$ cat src/rtl/ahb2apb4_pkg.sv
// rtl/ahb2apb4_pkg.sv - shared types, AHB constants and access helpers for the AHB-to-APB4 bridge
package ahb2apb4_pkg;

    typedef enum logic [2:0] {
        ST_IDLE   = 3'd0,
        ST_LATCH  = 3'd1,
        ST_SETUP  = 3'd2,
        ST_ENABLE = 3'd3,
        ST_ERR1   = 3'd4,
        ST_ERR2   = 3'd5
    } state_e;

    localparam logic [1:0] HTRANS_IDLE   = 2'b00;
    localparam logic [1:0] HTRANS_BUSY   = 2'b01;
    localparam logic [1:0] HTRANS_NONSEQ = 2'b10;
    localparam logic [1:0] HTRANS_SEQ    = 2'b11;

    localparam logic HRESP_OKAY  = 1'b0;
    localparam logic HRESP_ERROR = 1'b1;

    // Natural alignment for byte/half/word; larger sizes are never aligned
    // because the APB data path is only 32 bits wide.
    function automatic logic is_aligned(input logic [2:0] size, input logic [1:0] addr_lo);
        logic ok;
        case (size)
            3'd0:    ok = 1'b1;
            3'd1:    ok = ~addr_lo[0];
            3'd2:    ok = (addr_lo == 2'b00);
            default: ok = 1'b0;
        endcase
        return ok;
    endfunction

    // Byte-lane strobes; reads never assert strobes on APB4.
    function automatic logic [3:0] calc_pstrb(input logic write, input logic [2:0] size,
                                              input logic [1:0] addr_lo);
        logic [3:0] strb;
        if (!write) begin
            strb = 4'b0000;
        end else begin
            case (size)
                3'd0:    strb = 4'b0001 << addr_lo;
                3'd1:    strb = 4'b0011 << {addr_lo[1], 1'b0};
                default: strb = 4'b1111;
            endcase
        end
        return strb;
    endfunction

endpackage

$ cat src/rtl/ahb2apb4_tmr.sv
// rtl/ahb2apb4_tmr.sv - ENABLE-phase timeout counter, built only with AHB2APB4_TIMEOUT_EN
module ahb2apb4_tmr #(
    parameter int to_cyc = 255
) (
    input  logic clk_i,
    input  logic rst_i,
    input  logic clr_i,
    input  logic run_i,
    output logic expired_o
);

    localparam int CW = (to_cyc > 1) ? $clog2(to_cyc + 1) : 1;
    localparam logic [CW-1:0] LAST = CW'(to_cyc - 1);

    logic [CW-1:0] cnt_q;
    logic [CW-1:0] cnt_d;

    // Count ENABLE cycles; restart whenever a new SETUP phase begins.
    always_comb begin
        cnt_d = cnt_q;
        if (clr_i) begin
            cnt_d = '0;
        end else if (run_i && (cnt_q != LAST)) begin
            cnt_d = cnt_q + 1'b1;
        end
    end

    // Counter register.
    always_ff @(posedge clk_i or posedge rst_i) begin
        if (rst_i) begin
            cnt_q <= '0;
        end else begin
            cnt_q <= cnt_d;
        end
    end

    // Flags the last permitted ENABLE cycle so the FSM leaves on that edge.
    assign expired_o = run_i && (cnt_q == LAST);

endmodule

$ cat src/rtl/ahb2apb4_bridge.sv
// rtl/ahb2apb4_bridge.sv - AHB slave to APB4 master bridge; optional timeout via AHB2APB4_TIMEOUT_EN
module ahb2apb4_bridge
    import ahb2apb4_pkg::*;
#(
    parameter int a_w    = 8,
    parameter int slv_n  = 4,
    parameter int to_cyc = 255
) (
    input  logic                hclk,
    input  logic                hreset,
    input  logic [31:0]         haddr_s,
    input  logic [31:0]         hwdata_s,
    input  logic                hwrite_s,
    input  logic [1:0]          htrans_s,
    input  logic [2:0]          hsize_s,
    input  logic                hsel_s,
    input  logic                hreadyin_s,
    output logic [31:0]         hrdata_s,
    output logic                hready_s,
    output logic                hresp_s,
    output logic [a_w-1:0]      paddr,
    output logic [31:0]         pwdata,
    output logic                pwrite,
    output logic                penable,
    output logic [3:0]          pstrb,
    output logic [slv_n-1:0]    psel,
    input  logic [32*slv_n-1:0] prdata,
    input  logic [slv_n-1:0]    pready,
    input  logic [slv_n-1:0]    pslverr
);

    localparam int IW = (slv_n > 1) ? $clog2(slv_n) : 1;

    state_e          state_q, state_d;
    logic [a_w-1:0]  paddr_q, paddr_d;
    logic [31:0]     pwdata_q, pwdata_d;
    logic            pwrite_q, pwrite_d;
    logic [3:0]      pstrb_q, pstrb_d;
    logic [IW-1:0]   idx_q, idx_d;
    logic [31:0]     hrdata_q, hrdata_d;

    logic [31:0]     hi_idx;
    logic            trans_valid;
    logic            accept;
    logic            req_ok;
    logic [31:0]     prdata_sel;
    logic            pready_sel;
    logic            pslverr_sel;
    logic            tmo_expired;

    // Everything above the APB address field selects the slave, so any
    // address beyond the last slave is rejected rather than aliased.
    assign hi_idx      = haddr_s >> a_w;
    assign trans_valid = (htrans_s != HTRANS_IDLE) && (htrans_s != HTRANS_BUSY);
    assign accept      = (state_q == ST_IDLE) && hsel_s && hreadyin_s && trans_valid;
    assign req_ok      = (hi_idx < 32'(slv_n)) && (hsize_s <= 3'd2)
                         && is_aligned(hsize_s, haddr_s[1:0]);

`ifdef AHB2APB4_TIMEOUT_EN
    ahb2apb4_tmr #(
        .to_cyc (to_cyc)
    ) u_tmr (
        .clk_i     (hclk),
        .rst_i     (hreset),
        .clr_i     (state_q == ST_SETUP),
        .run_i     ((state_q == ST_ENABLE) && !pready_sel),
        .expired_o (tmo_expired)
    );
`else
    logic [31:0] unused_to_cyc;
    assign unused_to_cyc = to_cyc;
    assign tmo_expired   = 1'b0;
`endif

    // Route the addressed slave's return signals and drive its one-hot select.
    always_comb begin
        prdata_sel  = '0;
        pready_sel  = 1'b0;
        pslverr_sel = 1'b0;
        psel        = '0;
        for (int i = 0; i < slv_n; i++) begin
            if (idx_q == IW'(i)) begin
                prdata_sel  = prdata[32*i +: 32];
                pready_sel  = pready[i];
                pslverr_sel = pslverr[i];
                psel[i]     = (state_q == ST_SETUP) || (state_q == ST_ENABLE);
            end
        end
    end

    // Next-state and register-update logic for the transfer sequencer.
    always_comb begin
        state_d  = state_q;
        paddr_d  = paddr_q;
        pwdata_d = pwdata_q;
        pwrite_d = pwrite_q;
        pstrb_d  = pstrb_q;
        idx_d    = idx_q;
        hrdata_d = hrdata_q;
        case (state_q)
            ST_IDLE: begin
                if (accept) begin
                    paddr_d  = haddr_s[a_w-1:0];
                    pwrite_d = hwrite_s;
                    pstrb_d  = calc_pstrb(hwrite_s, hsize_s, haddr_s[1:0]);
                    idx_d    = hi_idx[IW-1:0];
                    state_d  = req_ok ? ST_LATCH : ST_ERR1;
                end
            end
            ST_LATCH: begin
                // Write data arrives in the AHB data phase, one cycle after the address.
                if (pwrite_q) begin
                    pwdata_d = hwdata_s;
                end
                state_d = ST_SETUP;
            end
            ST_SETUP: begin
                state_d = ST_ENABLE;
            end
            ST_ENABLE: begin
                if (pready_sel) begin
                    if (pslverr_sel) begin
                        state_d = ST_ERR1;
                    end else begin
                        state_d = ST_IDLE;
                        if (!pwrite_q) begin
                            hrdata_d = prdata_sel;
                        end
                    end
                end else if (tmo_expired) begin
                    state_d = ST_ERR1;
                end
            end
            ST_ERR1: begin
                state_d = ST_ERR2;
            end
            ST_ERR2: begin
                state_d = ST_IDLE;
            end
            default: begin
                state_d = ST_IDLE;
            end
        endcase
    end

    // State and transfer registers.
    always_ff @(posedge hclk or posedge hreset) begin
        if (hreset) begin
            state_q  <= ST_IDLE;
            paddr_q  <= '0;
            pwdata_q <= '0;
            pwrite_q <= 1'b0;
            pstrb_q  <= 4'b0000;
            idx_q    <= '0;
            hrdata_q <= '0;
        end else begin
            state_q  <= state_d;
            paddr_q  <= paddr_d;
            pwdata_q <= pwdata_d;
            pwrite_q <= pwrite_d;
            pstrb_q  <= pstrb_d;
            idx_q    <= idx_d;
            hrdata_q <= hrdata_d;
        end
    end

    // AHB handshake is a pure function of state, so reset takes effect at once.
    assign hready_s = (state_q == ST_IDLE) || (state_q == ST_ERR2);
    assign hresp_s  = ((state_q == ST_ERR1) || (state_q == ST_ERR2)) ? HRESP_ERROR : HRESP_OKAY;
    assign hrdata_s = hrdata_q;
    assign penable  = (state_q == ST_ENABLE);
    assign paddr    = paddr_q;
    assign pwdata   = pwdata_q;
    assign pwrite   = pwrite_q;
    assign pstrb    = pstrb_q;

endmodule

$ cat config.mk
export PLATFORM = sky130hd
export DESIGN_NAME = ahb2apb4_bridge
export DESIGN_NICKNAME = d
export VERILOG_FILES = /design/src/rtl/ahb2apb4_pkg.sv /design/src/rtl/ahb2apb4_tmr.sv /design/src/rtl/ahb2apb4_bridge.sv
export SDC_FILE = /design/constraint.sdc
export NUM_CORES = 1
export LEC_CHECK = 0
export BUFFER_PORTS_ARGS = -buffer_cell sky130_fd_sc_hd__buf_2
export CORE_AREA = 2 2 115 117
export DETAILED_ROUTE_END_ITERATION = 6
export DIE_AREA = 0 0 117 119
export PLACE_DENSITY_LB_ADDON = 0.2
export SYNTH_ARGS = -nofsm -noshare
export SYNTH_HDL_FRONTEND = slang
export SYNTH_SLANG_ARGS = --single-unit
export TNS_END_PERCENT = 5
$ cat constraint.sdc
create_clock -name hclk -period 3.4 [get_ports hclk]
set_input_delay 0.34 -clock hclk [delete_from_list [all_inputs] [get_ports hclk]]
set_output_delay 0.34 -clock hclk [all_outputs]
set_load 0.01 [all_outputs]
After elaboration in Yosys (flattened, before gate mapping):

Index checks and enable logic that the tools add are counted.

* input bits: 210
* output and inout port bits: 84
* register bits after elaboration: 82

* multiplexer cells: 25
* eq/ne operators: 13
* bitwise gates (word level): 3
* shift operators: 2
* $lt $le $gt $ge: 2
* reduce and logical (&&, ||, !) cells: 18

Operator list (number)
* two-way mux 32 bit: 4
* < comparator 24 x 3 -> 1 bit (second input constant): 1
* case mux 3 bit (5 select lines): 1
* two-way mux 1 bit: 13
* two-way mux 3 bit: 4
* equality test 3 x 2 -> 1 bit (second input constant): 3
* case mux 4 bit (2 select lines): 1
* equality test 3 x 1 -> 1 bit (second input constant): 2
* equality test 3 bit (second input constant): 2
* logical AND 1 bit: 6
* logical NOT 3 bit: 2
* AND reduction 2 bit: 3
* equality test 2 bit (second input constant): 2
* logical NOT 2 bit: 2
* two-way mux 4 bit: 1
* != test 2 x 1 -> 1 bit (second input constant): 2
* AND reduction 4 bit: 1
* left shift 1 x 2 -> 4 bit (first input constant): 1
* left shift 2 x 2 -> 4 bit (first input constant): 1
* <= comparator 3 x 2 -> 1 bit (second input constant): 1
* logical OR 1 bit: 3
* inverter 1 bit: 3
* case mux 1 bit (3 select lines): 1
* equality test 2 x 1 -> 1 bit (second input constant): 1
* other kinds (2): 2

Depth between registers and ports, before layout:

* depth in word-level cells: 8
* depth in mapped cells: 6
* gate-level depth less buffers: 4

Worst setup path before layout:

Ideal clock, no wire load.

* path type: register to register
* start point: reg state_q[1]
* end point: reg paddr_q[7], in the netlist paddr[7]
* buffers on the path: 2
* required time: 3273 ps
* arrival time: 1506 ps
* slack: 1766 ps
* period minus slack after synthesis: 1634 ps
* setup time: 127 ps
* cell stages (with the launch flop): 5
* path through: dfrtp_1 > buf_6 > nor4_4 > buf_6 > mux2_1

* longest elaborated chain between the ends: 5

Ends and longest elaborated chain
* start: declaration: line ahb2apb4_bridge.sv:34 `state_e state_q, state_d;`
* start signal: assignment: line ahb2apb4_bridge.sv:157 `state_q <= state_d;`
* logical NOT 3 bit *: line ahb2apb4_bridge.sv:55, ahb2apb4_bridge.sv:100
* logical AND 1 bit (3 in a row): line ahb2apb4_bridge.sv:55 `assign accept = (state_q == ST_IDLE) && hsel_s && hreadyin_s && trans_valid;`
* AND reduction 2 bit (no line) *
* end signal: assignment: line ahb2apb4_bridge.sv:158 `paddr_q <= paddr_d;`
* end: declaration: line ahb2apb4_bridge.sv:35 `logic [a_w-1:0] paddr_q, paddr_d;`

Every way passes the cells marked *; elsewhere a longest branch is shown, timed or not.
A chain may end at the register's enable or synchronous reset.

Worst setup path in the final report:

* start point: reg state_q[1]
* end point: reg hrdata_q[29], in the netlist hrdata_s[29]

* longest elaborated chain between the ends: 2

Ends and longest elaborated chain
* equality test 3 x 2 -> 1 bit: line ahb2apb4_bridge.sv:100 `case (state_q)`
* AND reduction 4 bit (no line)
* end signal: assignment: line ahb2apb4_bridge.sv:163 `hrdata_q <= hrdata_d;`
* end: declaration: line ahb2apb4_bridge.sv:40 `logic [31:0] hrdata_q, hrdata_d;`

Every way passes these cells.

==> flow_metrics.env <==
export IMPL_clk_pin_slew_ns=0.06
export IMPL_ant_nets=0
export IMPL_postCtsSetupBuffers=0
export IMPL_synth_edff_count=0
export IMPL_route_detailed_drc=0
export IMPL_dieArea_um2=13920
export IMPL_avgSynthCellArea_um2=15.61
export IMPL_clockBufferDepth=2
export IMPL_slew_violations=0
export IMPL_maxUsedRoutingLayer="met4"
export IMPL_p_seq_frac=0.349
export IMPL_place_gp_congestion=0.7988
export IMPL_synthTopCellsByArea="dfrtp_1 (47%), mux4_2 (17%), mux2_2 (11%)"
export IMPL_wl_per_cell_um=15.65
export IMPL_hpwl_um=9451
export IMPL_finalPower_uw=5152
export IMPL_final_util=0.4851
export IMPL_cts_hold_buf=0
export IMPL_drive_gt1_frac=0.7439
export IMPL_end_kind="register"
export IMPL_grt_pass1_vias=3660
export IMPL_yosys_most_used_dff="dfrtp_1"
export IMPL_synthToLayoutAreaGrowth_pct=42.91
export IMPL_insertion_delay_ns=0.33
export IMPL_p_comb_frac=0.461
export IMPL_fmax_mhz=432.0
export IMPL_worstMarginPinSlew_ns=0.8226
export IMPL_first_pass_iters=4
export IMPL_m1WireLength_um=4735
export IMPL_vdd_drop_max_mv=0.2982
export IMPL_syn_cell_area_um2=4370
export IMPL_cts_buffers=9
export IMPL_r2r_start="state_q[1]"
export IMPL_ys_warnings_count=0
export IMPL_tns_ns=0
export IMPL_synth_async_reset_ratio=1.000
export IMPL_die_x_um=117
export IMPL_crit_end="hrdata_s[29]"
export IMPL_core_um2=12870
export IMPL_ys_seq_area_frac=0.4695
export IMPL_yosysTopAreaCell="dfrtp_1"
export IMPL_start_util=0.3395
export IMPL_fin_area_um2=6246
export IMPL_start_kind="register"
export IMPL_nNetsFinal=779
export IMPL_syn_num_nets=490
export IMPL_p_sw_frac=0.3410
export IMPL_io_pins=294
export IMPL_critPathKind="register to register"
export IMPL_crit_start="state_q[1]"
export IMPL_run_status="completed"
export IMPL_hold_path_class="input port to asynchronous set/reset pin"
export IMPL_drt_iter0_drc=97
export IMPL_p_int_uw=3395
export IMPL_synth_ff_latch_count=82
export IMPL_wl_met2_um=6004
export IMPL_dr_wl_met3_um=788
export IMPL_reg2reg_slack_ns=1.09
export IMPL_synth_distinct_cells=35
export IMPL_vias=3580
export IMPL_slew_headroom=0.4508
export IMPL_switchingPower_uw=1757
export IMPL_reg2regPathDepth=4
export IMPL_finalCritPeriodShare=0.6808
export IMPL_root_buffer="clkbuf_16"
export IMPL_synth_cells=280
export IMPL_cts_repair_resized=0
export IMPL_leakagePower_uw=0.003190
export IMPL_cap_violations=0
export IMPL_yosys_area_top_type_share=0.4695
export IMPL_rows=42
export IMPL_cts_sinks=82
export IMPL_port_buffers=292
export IMPL_power_density_nw_per_um2=824.9
export IMPL_finalCriticalPeriod_ns=2.315
export IMPL_critical_path_required_ns=3.61
export IMPL_worstPathArrival_ns=2.53
export IMPL_viasPerCell=4.773
export IMPL_n_antenna_cell=0
export IMPL_routed_wl_um=11740
export IMPL_whs_ns=0.09252
export IMPL_clock_skew_ns=0.004888
export IMPL_tritoncts="built"
export IMPL_grt_pass1_wl_um=18330
export IMPL_r2r_end="hrdata_s[29]"
export IMPL_grt_max_degree=43
export IMPL_setup_viol_count_final=0
export IMPL_placed_cell_area_um2=5942
export IMPL_overflow=0
export IMPL_chipHeight_um=119
export IMPL_synth_common_cells="dfrtp_1 (82), mux2_2 (41), mux4_2 (33)"
export IMPL_hold_viol_final=0
export IMPL_rsz0062_at_grt="no"
export IMPL_clkPwrFrac=0.190
export IMPL_grt_usage=0.1708
export IMPL_yosysMostFrequentCell="dfrtp_1"
export IMPL_cts_max_level=3
export IMPL_path_max_fanout=32
export IMPL_antenna_found_initial=0
==> critical path: stages, from the launching register on <==
cell and delay, ns:
dfrtp_1 0.59, nand2_1 0.17, nor2_2 0.20, nand4b_4 0.66, mux2_4 0.55
==> worst min-delay path by stage <==
stage                     startpoint         end  slack, ns  cells after the start
final                         hreset  pwdata[14]       0.09                      2
after global routing          hreset  pwdata[15]       0.17                      2
after CTS                     hreset  pwdata[16]       0.12                      2
after detailed placement      hreset  pwdata[14]       0.49                      2
after global placement      paddr[7]    paddr[7]       0.46                      1
after floorplan           haddr_s[7]    paddr[7]       0.47                      1
==> placed cells by master (no fill, tap or decap), drive strengths merged, types with 4 or more instances in the layout <==
cell    instances
nor3            6
nor4            6
nand2           5
nor2b           5
mux4           34
buf           298
inv             7
clkbuf         10
a21oi           4
nor2            9
mux2           75
dfrtp          82
clkinv          4
o21ai          10
nand3           5
==> state kept, by name, summed over array words and instances (netlist names) <==
signal    count
hrdata_s     32
pwdata       32
paddr         8
pstrb         4
state_q       3
idx_q         2
pwrite        1
==> power groups by stage <==
| stage | registers (uW) | logic (uW) | clock network, uW |
|---|---|---|---|
| 5_1_grt | 1870 | 2570 | 1050 |
| 4_1_cts | 1800 | 2420 | 1010 |
| 2_1_floorplan | 1910 | 1510 | 0 |
| 3_5_place_dp | 1810 | 2420 | 0 |
| 6_report | 1800 | 2380 | 979 |
| 3_3_place_gp | 1790 | 2380 | 0 |
==> cells by family after synthesis <==
family | count (synthesis) | synth area share
multiplexers | 109 | 0.3951
flip-flops | 82 | 0.4695
AND/OR/NAND/NOR | 42 | 0.05955
buffers and inverters | 27 | 0.04380
AO/OA/AOI/OAI | 19 | 0.03006
XOR/XNOR | 1 | 0.002004
==> final cells by class <==
type	instances	area, um2
clock buffer	10	239.0
fill	1186	6629
multi-input combinational	171	2133
clock inverter	6	65.06
tap	176	220.2
sequential	82	2054
timing repair buffer	298	1506
inverter	7	27.53
==> through the flow <==
step | worst slack [ns] | instances
floorplan | 0.9516 | 280
global placement | 1.124 | 734
detailed placement | 1.093 | 734
CTS | 1.076 | 750
global route | 0.9058 | 750
finish | 1.085 | 750
==> layer usage <==
| layer | global-route usage | vias up |
|---|---|---|
| li1 | - | 1646 |
| met1 | 0.2124 | 1772 |
| met2 | 0.2854 | 148 |
| met3 | 0.04071 | 14 |
| met4 | 0.06544 | 0 |
| met5 | 0 | - |
(Power assumes the default switching activity.)
